<file path="src/rtl/seg7_scan_if.sv">
// Display-side bus of the 7-segment scan decoder: sampled segment/anode lines
// plus the reconstructed frame outputs.
interface seg7_scan_if;
  logic [6:0]  seg_in;
  logic [3:0]  an_in;
  logic [15:0] digits_out;
  logic [3:0]  digit_err;
  logic        frame_valid;
  logic        blank;
  logic        timeout;

  modport master (
    output seg_in, an_in,
    input  digits_out, digit_err, frame_valid, blank, timeout
  );

  modport slave (
    input  seg_in, an_in,
    output digits_out, digit_err, frame_valid, blank, timeout
  );
endinterface

</file>
<file path="src/rtl/seg7_scan_decoder.sv">
// Reconstructs four BCD digits from multiplexed active-low segment/anode lines,
// with stability filtering, atomic frame commit and a sticky frame timeout.
module seg7_scan_decoder #(
  parameter int unsigned STABLE_CYCLES = 4,
  parameter int unsigned FRAME_TIMEOUT = 1000000
) (
  input  logic        clk,
  input  logic        rst_n,
  seg7_scan_if.slave  bus
);

  localparam int unsigned SCW = $clog2(STABLE_CYCLES + 1);
  localparam int unsigned TOW = $clog2(FRAME_TIMEOUT + 1);

  logic [10:0]    sync1, sync2, prev;
  logic [SCW-1:0] stab_cnt;
  logic [3:0]     seen, seen_n;
  logic [15:0]    shadow, shadow_n;
  logic [3:0]     shadow_err, shadow_err_n;
  logic [TOW-1:0] to_cnt;
  logic [15:0]    digits_q;
  logic [3:0]     err_q;
  logic           fv_q, blank_q, timeout_q;

  logic [3:0] an_s;
  logic [6:0] seg_s;
  logic       same, capture, commit, slot_valid;
  logic [1:0] slot;
  logic [3:0] dec_digit;
  logic       dec_err;

  assign an_s  = sync2[10:7];
  assign seg_s = sync2[6:0];
  assign same  = (sync2 == prev);
  // Capture only on the transition into saturation: one capture per stable run.
  assign capture = same && (stab_cnt == SCW'(STABLE_CYCLES - 1));

  always_ff @(posedge clk or negedge rst_n) begin
    if (!rst_n) begin
      sync1 <= '1;
      sync2 <= '1;
      prev  <= '1;
    end else begin
      sync1 <= {bus.an_in, bus.seg_in};
      sync2 <= sync1;
      prev  <= sync2;
    end
  end

  always_ff @(posedge clk or negedge rst_n) begin
    if (!rst_n) begin
      stab_cnt <= '0;
    end else if (!same) begin
      stab_cnt <= SCW'(1);
    end else if (stab_cnt != SCW'(STABLE_CYCLES)) begin
      stab_cnt <= stab_cnt + 1'b1;
    end
  end

  always_comb begin
    dec_digit = 4'hE;
    dec_err   = 1'b0;
    case (seg_s)
      7'h40:   dec_digit = 4'd0;
      7'h79:   dec_digit = 4'd1;
      7'h24:   dec_digit = 4'd2;
      7'h30:   dec_digit = 4'd3;
      7'h19:   dec_digit = 4'd4;
      7'h12:   dec_digit = 4'd5;
      7'h02:   dec_digit = 4'd6;
      7'h78:   dec_digit = 4'd7;
      7'h00:   dec_digit = 4'd8;
      7'h10:   dec_digit = 4'd9;
      7'h7F:   dec_digit = 4'hF;
      default: dec_err   = 1'b1;
    endcase
  end

  always_comb begin
    slot       = '0;
    slot_valid = 1'b1;
    case (an_s)
      4'b1110: slot = 2'd0;
      4'b1101: slot = 2'd1;
      4'b1011: slot = 2'd2;
      4'b0111: slot = 2'd3;
      default: slot_valid = 1'b0;
    endcase
  end

  always_comb begin
    shadow_n     = shadow;
    shadow_err_n = shadow_err;
    seen_n       = seen;
    commit       = 1'b0;
    if (capture && slot_valid) begin
      shadow_n[{slot, 2'b00} +: 4] = dec_digit;
      shadow_err_n[slot]           = dec_err;
      seen_n[slot]                 = 1'b1;
      if (seen_n == 4'hF) begin
        commit = 1'b1;
        seen_n = '0;
      end
    end
  end

  always_ff @(posedge clk or negedge rst_n) begin
    if (!rst_n) begin
      seen       <= '0;
      shadow     <= '1;
      shadow_err <= '0;
      digits_q   <= '1;
      err_q      <= '0;
      fv_q       <= 1'b0;
      blank_q    <= 1'b1;
    end else begin
      seen       <= seen_n;
      shadow     <= shadow_n;
      shadow_err <= shadow_err_n;
      fv_q       <= commit;
      blank_q    <= &an_s;
      if (commit) begin
        digits_q <= shadow_n;
        err_q    <= shadow_err_n;
      end
    end
  end

  // Commit takes priority over expiry on the same edge.
  always_ff @(posedge clk or negedge rst_n) begin
    if (!rst_n) begin
      to_cnt    <= '0;
      timeout_q <= 1'b0;
    end else if (commit) begin
      to_cnt    <= '0;
      timeout_q <= 1'b0;
    end else begin
      if (to_cnt != TOW'(FRAME_TIMEOUT)) to_cnt <= to_cnt + 1'b1;
      if (to_cnt >= TOW'(FRAME_TIMEOUT - 1)) timeout_q <= 1'b1;
    end
  end

  assign bus.digits_out  = digits_q;
  assign bus.digit_err   = err_q;
  assign bus.frame_valid = fv_q;
  assign bus.blank       = blank_q;
  assign bus.timeout     = timeout_q;

endmodule

</file>
<file path="src/flat_wrapper.sv">
// flat-port wrapper written by rule: the top's interface ports become plain ports
module seg7_scan_decoder_flat 
#(
  parameter int unsigned STABLE_CYCLES = 4,
  parameter int unsigned FRAME_TIMEOUT = 1000000
)
  (clk, rst_n, bus_seg_in, bus_an_in, bus_digits_out, bus_digit_err, bus_frame_valid, bus_blank, bus_timeout);
  seg7_scan_if bus_i ();
  input  logic clk;
  input  logic rst_n;
  input wire logic [$bits(bus_i.seg_in)-1:0] bus_seg_in;
  input wire logic [$bits(bus_i.an_in)-1:0] bus_an_in;
  output wire logic [$bits(bus_i.digits_out)-1:0] bus_digits_out;
  output wire logic [$bits(bus_i.digit_err)-1:0] bus_digit_err;
  output wire logic [$bits(bus_i.frame_valid)-1:0] bus_frame_valid;
  output wire logic [$bits(bus_i.blank)-1:0] bus_blank;
  output wire logic [$bits(bus_i.timeout)-1:0] bus_timeout;
  assign bus_i.seg_in = bus_seg_in;
  assign bus_i.an_in = bus_an_in;
  assign bus_digits_out = bus_i.digits_out;
  assign bus_digit_err = bus_i.digit_err;
  assign bus_frame_valid = bus_i.frame_valid;
  assign bus_blank = bus_i.blank;
  assign bus_timeout = bus_i.timeout;
  seg7_scan_decoder #(.STABLE_CYCLES(STABLE_CYCLES), .FRAME_TIMEOUT(FRAME_TIMEOUT)) u_core (.clk(clk), .rst_n(rst_n), .bus(bus_i));
endmodule
</file>
<file path="config.mk">
export PLATFORM = sky130hd
export DESIGN_NAME = seg7_scan_decoder_flat
export DESIGN_NICKNAME = d
export VERILOG_FILES = /design/src/rtl/seg7_scan_if.sv /design/src/rtl/seg7_scan_decoder.sv /design/src/flat_wrapper.sv
export SDC_FILE = /design/constraint.sdc
export NUM_CORES = 1
export LEC_CHECK = 0
export CAP_MARGIN = 20
export CORE_ASPECT_RATIO = 1.4
export CORE_UTILIZATION = 46
export CTS_BUF_LIST = sky130_fd_sc_hd__clkbuf_4 sky130_fd_sc_hd__clkbuf_8 sky130_fd_sc_hd__clkbuf_16
export DETAILED_ROUTE_END_ITERATION = 8
export GPL_ROUTABILITY_DRIVEN = 1
export PLACE_DENSITY_LB_ADDON = 0.05
export SLEW_MARGIN = 20
export SYNTH_ARGS = -nofsm -noshare
export SYNTH_HDL_FRONTEND = slang
export SYNTH_SLANG_ARGS = --single-unit
</file>
<file path="constraint.sdc">
create_clock -name clk -period 4.9 [get_ports clk]
set_input_delay 1.225 -clock clk [delete_from_list [all_inputs] [get_ports clk]]
set_output_delay 1.225 -clock clk [all_outputs]
set_load 0.02 [all_outputs]
</file>
==> results_dict.tcl <==
set metrics [dict create \
    outcome "complete, no violations" \
    pre_cts_slack_ps 1859 \
    reg2reg_slack_ps 1870 \
    crit_path_max_incr_delay_ps 770 \
    rr_startpoint "u_core.sync2[10]" \
    wl_per_cell_um 15.05 \
    synth_edf_count 0 \
    synth_area_sq_mm 0.004544 \
    postRouteAntennaNets 0 \
    slew_headroom_pct 36.34 \
    peakVddDrop_mv 0.1949 \
    row_count 42 \
    yosys_warnings 0 \
    dp_cells 540 \
    cp.required_ps 5130 \
    regToRegEndpoint "u_core.bus.digit_err[0]" \
    ys_seq_area_share_pct 58.54 \
    cts_root_buf "clkbuf_16" \
    stdcell_count 556 \
    insertion_delay_ps 340 \
    drt_first_pass_iters 4 \
    drive_above_1_share_pct 25.47 \
    fillCellCount 822 \
    path_cells "xor2_1 > nand3_1 > inv_1 > ha_1 > o22ai_1 > nor2_1 > and3_1 > mux2_2" \
    clkTransAtPathRegs_ps 70 \
    drc 0 \
    crit_type "flop to flop" \
    clock_skew_ps 4.630 \
    slew_viol_final 0 \
    syn_to_final_growth_pct 16.27 \
    dieArea_sq_mm 0.01029 \
    grt_usage_pct 17.95 \
    drt_iter0_markers 147 \
    initial_core_util_pct 47.78 \
    syn_inst 386 \
    cp-end-kind "flop" \
    port_buffers 35 \
    cts.sinks 103 \
    gp_congestion 0.8413 \
    postCtsSetupBuffers 0 \
    cts_resized 0 \
    crit_fanout 21 \
    powerDensity_mw_per_mm2 318.1 \
    grt_pass1_vias 2782 \
    grt_max_degree 80 \
    startpoint_type "flop" \
    htreeDepth 3 \
    ys_ff_latch 103 \
    synth_nets 411 \
    yosys_most_used_dff "dfstp_2" \
    io_pins 36 \
    cts_buffers 9 \
    vias 2829 \
    clock_path_buffers 2 \
    die_y_um 119.6 \
    grt-ovfl-total 0 \
    hold_path_class "flop to flop" \
    min_from "u_core.sync1[5]" \
    via_per_inst 5.088 \
    yosysUniqueCellTypes 49 \
    rsz0062_at_grt "false" \
    period_minus_slack_ps 3033 \
    layout.nets 444 \
    die_w_um 86 \
    cts_tree "built" \
    report.final.setup_viol 0 \
    timing.final.ws_setup_ps 1867 \
    max_clock_freq_mhz 329.7 \
    startpoint "u_core.sync2[10]" \
    max-cap-violations 0 \
    syn_avg_cell_area_sq_um 11.77 \
    dp_hpwl_um 5807 \
    grt_pass1_wl_um 14040 \
    synth_async_sr_flop_share_pct 100.0 \
    p_leak_nw 2.211 \
    antenna_found_initial 0 \
    report.power.total_mw 1.681 \
    crit_slowest_cell "and3_1" \
    core-area_sq_mm 0.009512 \
    antennaDiodeCount 0 \
    worstPathArrival_ps 3260 \
    holdPathEnd "u_core.sync2[5]" \
    wirelength_um 8368 \
    hold_depth 0 \
    dpl_cell_area_sq_mm 0.004984 \
    reg2reg_depth 8 \
    final_cell_area_sq_mm 0.005284 \
    worst_slew_pin_slew_ps 955.0 \
    hold_viol 0 \
    hold_buffers 0 \
    period_share_pct 61.90 \
    finalSetupTns_ps 0 \
]
==> registers in the layout, summed over array words and instances, names as in the netlist <==
register,count
u_core.sync2,11
u_core.bus.blank,1
u_core.prev,11
u_core.seen,4
u_core.bus.digit_err,4
u_core.bus.digits_out,16
u_core.bus.frame_valid,1
u_core.shadow_err,4
u_core.shadow,16
u_core.stab_cnt,3
u_core.to_cnt,20
u_core.bus.timeout,1
u_core.sync1,11
==> stage by stage <==
stage | utilization [%] | hold slack (ps)
after floorplan | - | 345.2
after global placement | 52.39 | 345.5
after detailed placement | 52.39 | 346.8
after CTS | 55.55 | 357.2
after global routing | 55.55 | 360.7
final | 55.55 | 356.1
==> final cells by class <==
cell class | instances | area, sq um | share of cell area [%]
clock buffer | 9 | 225.2 | 4.262
clock inverter | 7 | 75.07 | 1.421
inverter | 17 | 63.81 | 1.208
multi-input combinational | 251 | 1732 | 32.77
sequential | 103 | 2660 | 50.34
tap | 132 | 165.2 | 3.126
timing repair buffer | 37 | 362.8 | 6.867
==> worst max-delay path, delay by kind of cell (launching register included) <==
family	cells	cell delay (ps)
adders and majority gates	1	260
and+or+nand+nor	3	1120
DFF	1	610
xor gates and xnor gates	1	160
buffers and inverters	1	250
AOI/OAI and AO/OA	1	110
muxes	1	410
==> cells in the mapped netlist (2+ instances only) <==
| cell type | count | area (sq um) |
|---|---|---|
| buf_2 | 6 | 30.03 |
| nand3_1 | 15 | 75.07 |
| xor2_1 | 26 | 227.7 |
| o21a_1 | 3 | 22.52 |
| and3_1 | 8 | 50.05 |
| nand4_1 | 9 | 56.30 |
| o22ai_1 | 2 | 12.51 |
| ha_1 | 12 | 150.1 |
| clkbuf_1 | 3 | 11.26 |
| clkbuf_2 | 2 | 10.01 |
| o2111ai_1 | 4 | 35.03 |
| nand2_1 | 39 | 146.4 |
| o21ai_0 | 11 | 55.05 |
| xnor2_1 | 6 | 52.55 |
| dfrtp_1 | 37 | 925.9 |
| nor4b_1 | 3 | 26.28 |
| dfstp_2 | 66 | 1734 |
| a21boi_0 | 3 | 22.52 |
| nor2_1 | 28 | 105.1 |
| a21oi_1 | 4 | 20.02 |
| nor3_1 | 8 | 40.04 |
| nand4b_1 | 2 | 17.52 |
| mux2_1 | 4 | 45.04 |
| buf_6 | 2 | 22.52 |
| mux2_2 | 16 | 180.2 |
| mux2i_1 | 7 | 70.07 |
| nor4_2 | 2 | 25.02 |
| inv_1 | 17 | 63.81 |
| and4_1 | 3 | 26.28 |
| nor4_1 | 6 | 37.54 |
| nand2b_1 | 5 | 31.28 |
| buf_4 | 2 | 15.01 |
| o21ai_1 | 9 | 45.04 |
==> kinds of logic (layout without fill, tap and decap cells) <==
| group | after synthesis | in the layout | synth area share [%] |
|---|---|---|---|
| AO/OA/AOI/OAI | 43 | 43 | 6.498 |
| XOR/XNOR | 32 | 32 | 6.167 |
| adder cells (fa/ha/maj) | 12 | 12 | 3.304 |
| buffers and inverters | 32 | 70 | 3.359 |
| flip-flops | 103 | 103 | 58.54 |
| multiplexers | 27 | 27 | 6.498 |
| AND/OR/NAND/NOR | 137 | 137 | 15.64 |
==> per-layer routing <==
layer	global-route usage (%)	up-vias	wire length [um]
met4	6.250	0	167
met1	22.99	1379	3819
met5	0	-	0
met2	29.51	40	4180
met3	4.402	11	201
li1	-	1399	-
==> where the power goes <==
part	internal (mW)	switching (mW)
clock network	0.402	0.321
registers	0.877	0.0144
logic	0.0238	0.0422
==> worst max path at each step <==
stage | depth (start not counted) | to
2_1_floorplan | 10 | u_core.bus.digit_err[0]
3_3_place_gp | 8 | u_core.bus.digit_err[0]
3_5_place_dp | 6 | u_core.bus.digit_err[0]
4_1_cts | 8 | u_core.bus.digits_out[13]
5_1_grt | 8 | u_core.bus.digits_out[2]
6_report | 8 | u_core.bus.digit_err[0]
==> layout by cell type, fill, tap and decap left out, types with 11 or more instances in the layout <==
cell | Yosys | layout
dfrtp_1 | 37 | 37
dfstp_2 | 66 | 66
mux2_2 | 16 | 16
nor2_1 | 28 | 28
inv_1 | 17 | 17
nand2_1 | 39 | 39
xor2_1 | 26 | 26
ha_1 | 12 | 12
clkdlybuf4s50_1 | 0 | 34
o21ai_0 | 11 | 11
nand3_1 | 15 | 15
Power figures use the tool's default switching activity.
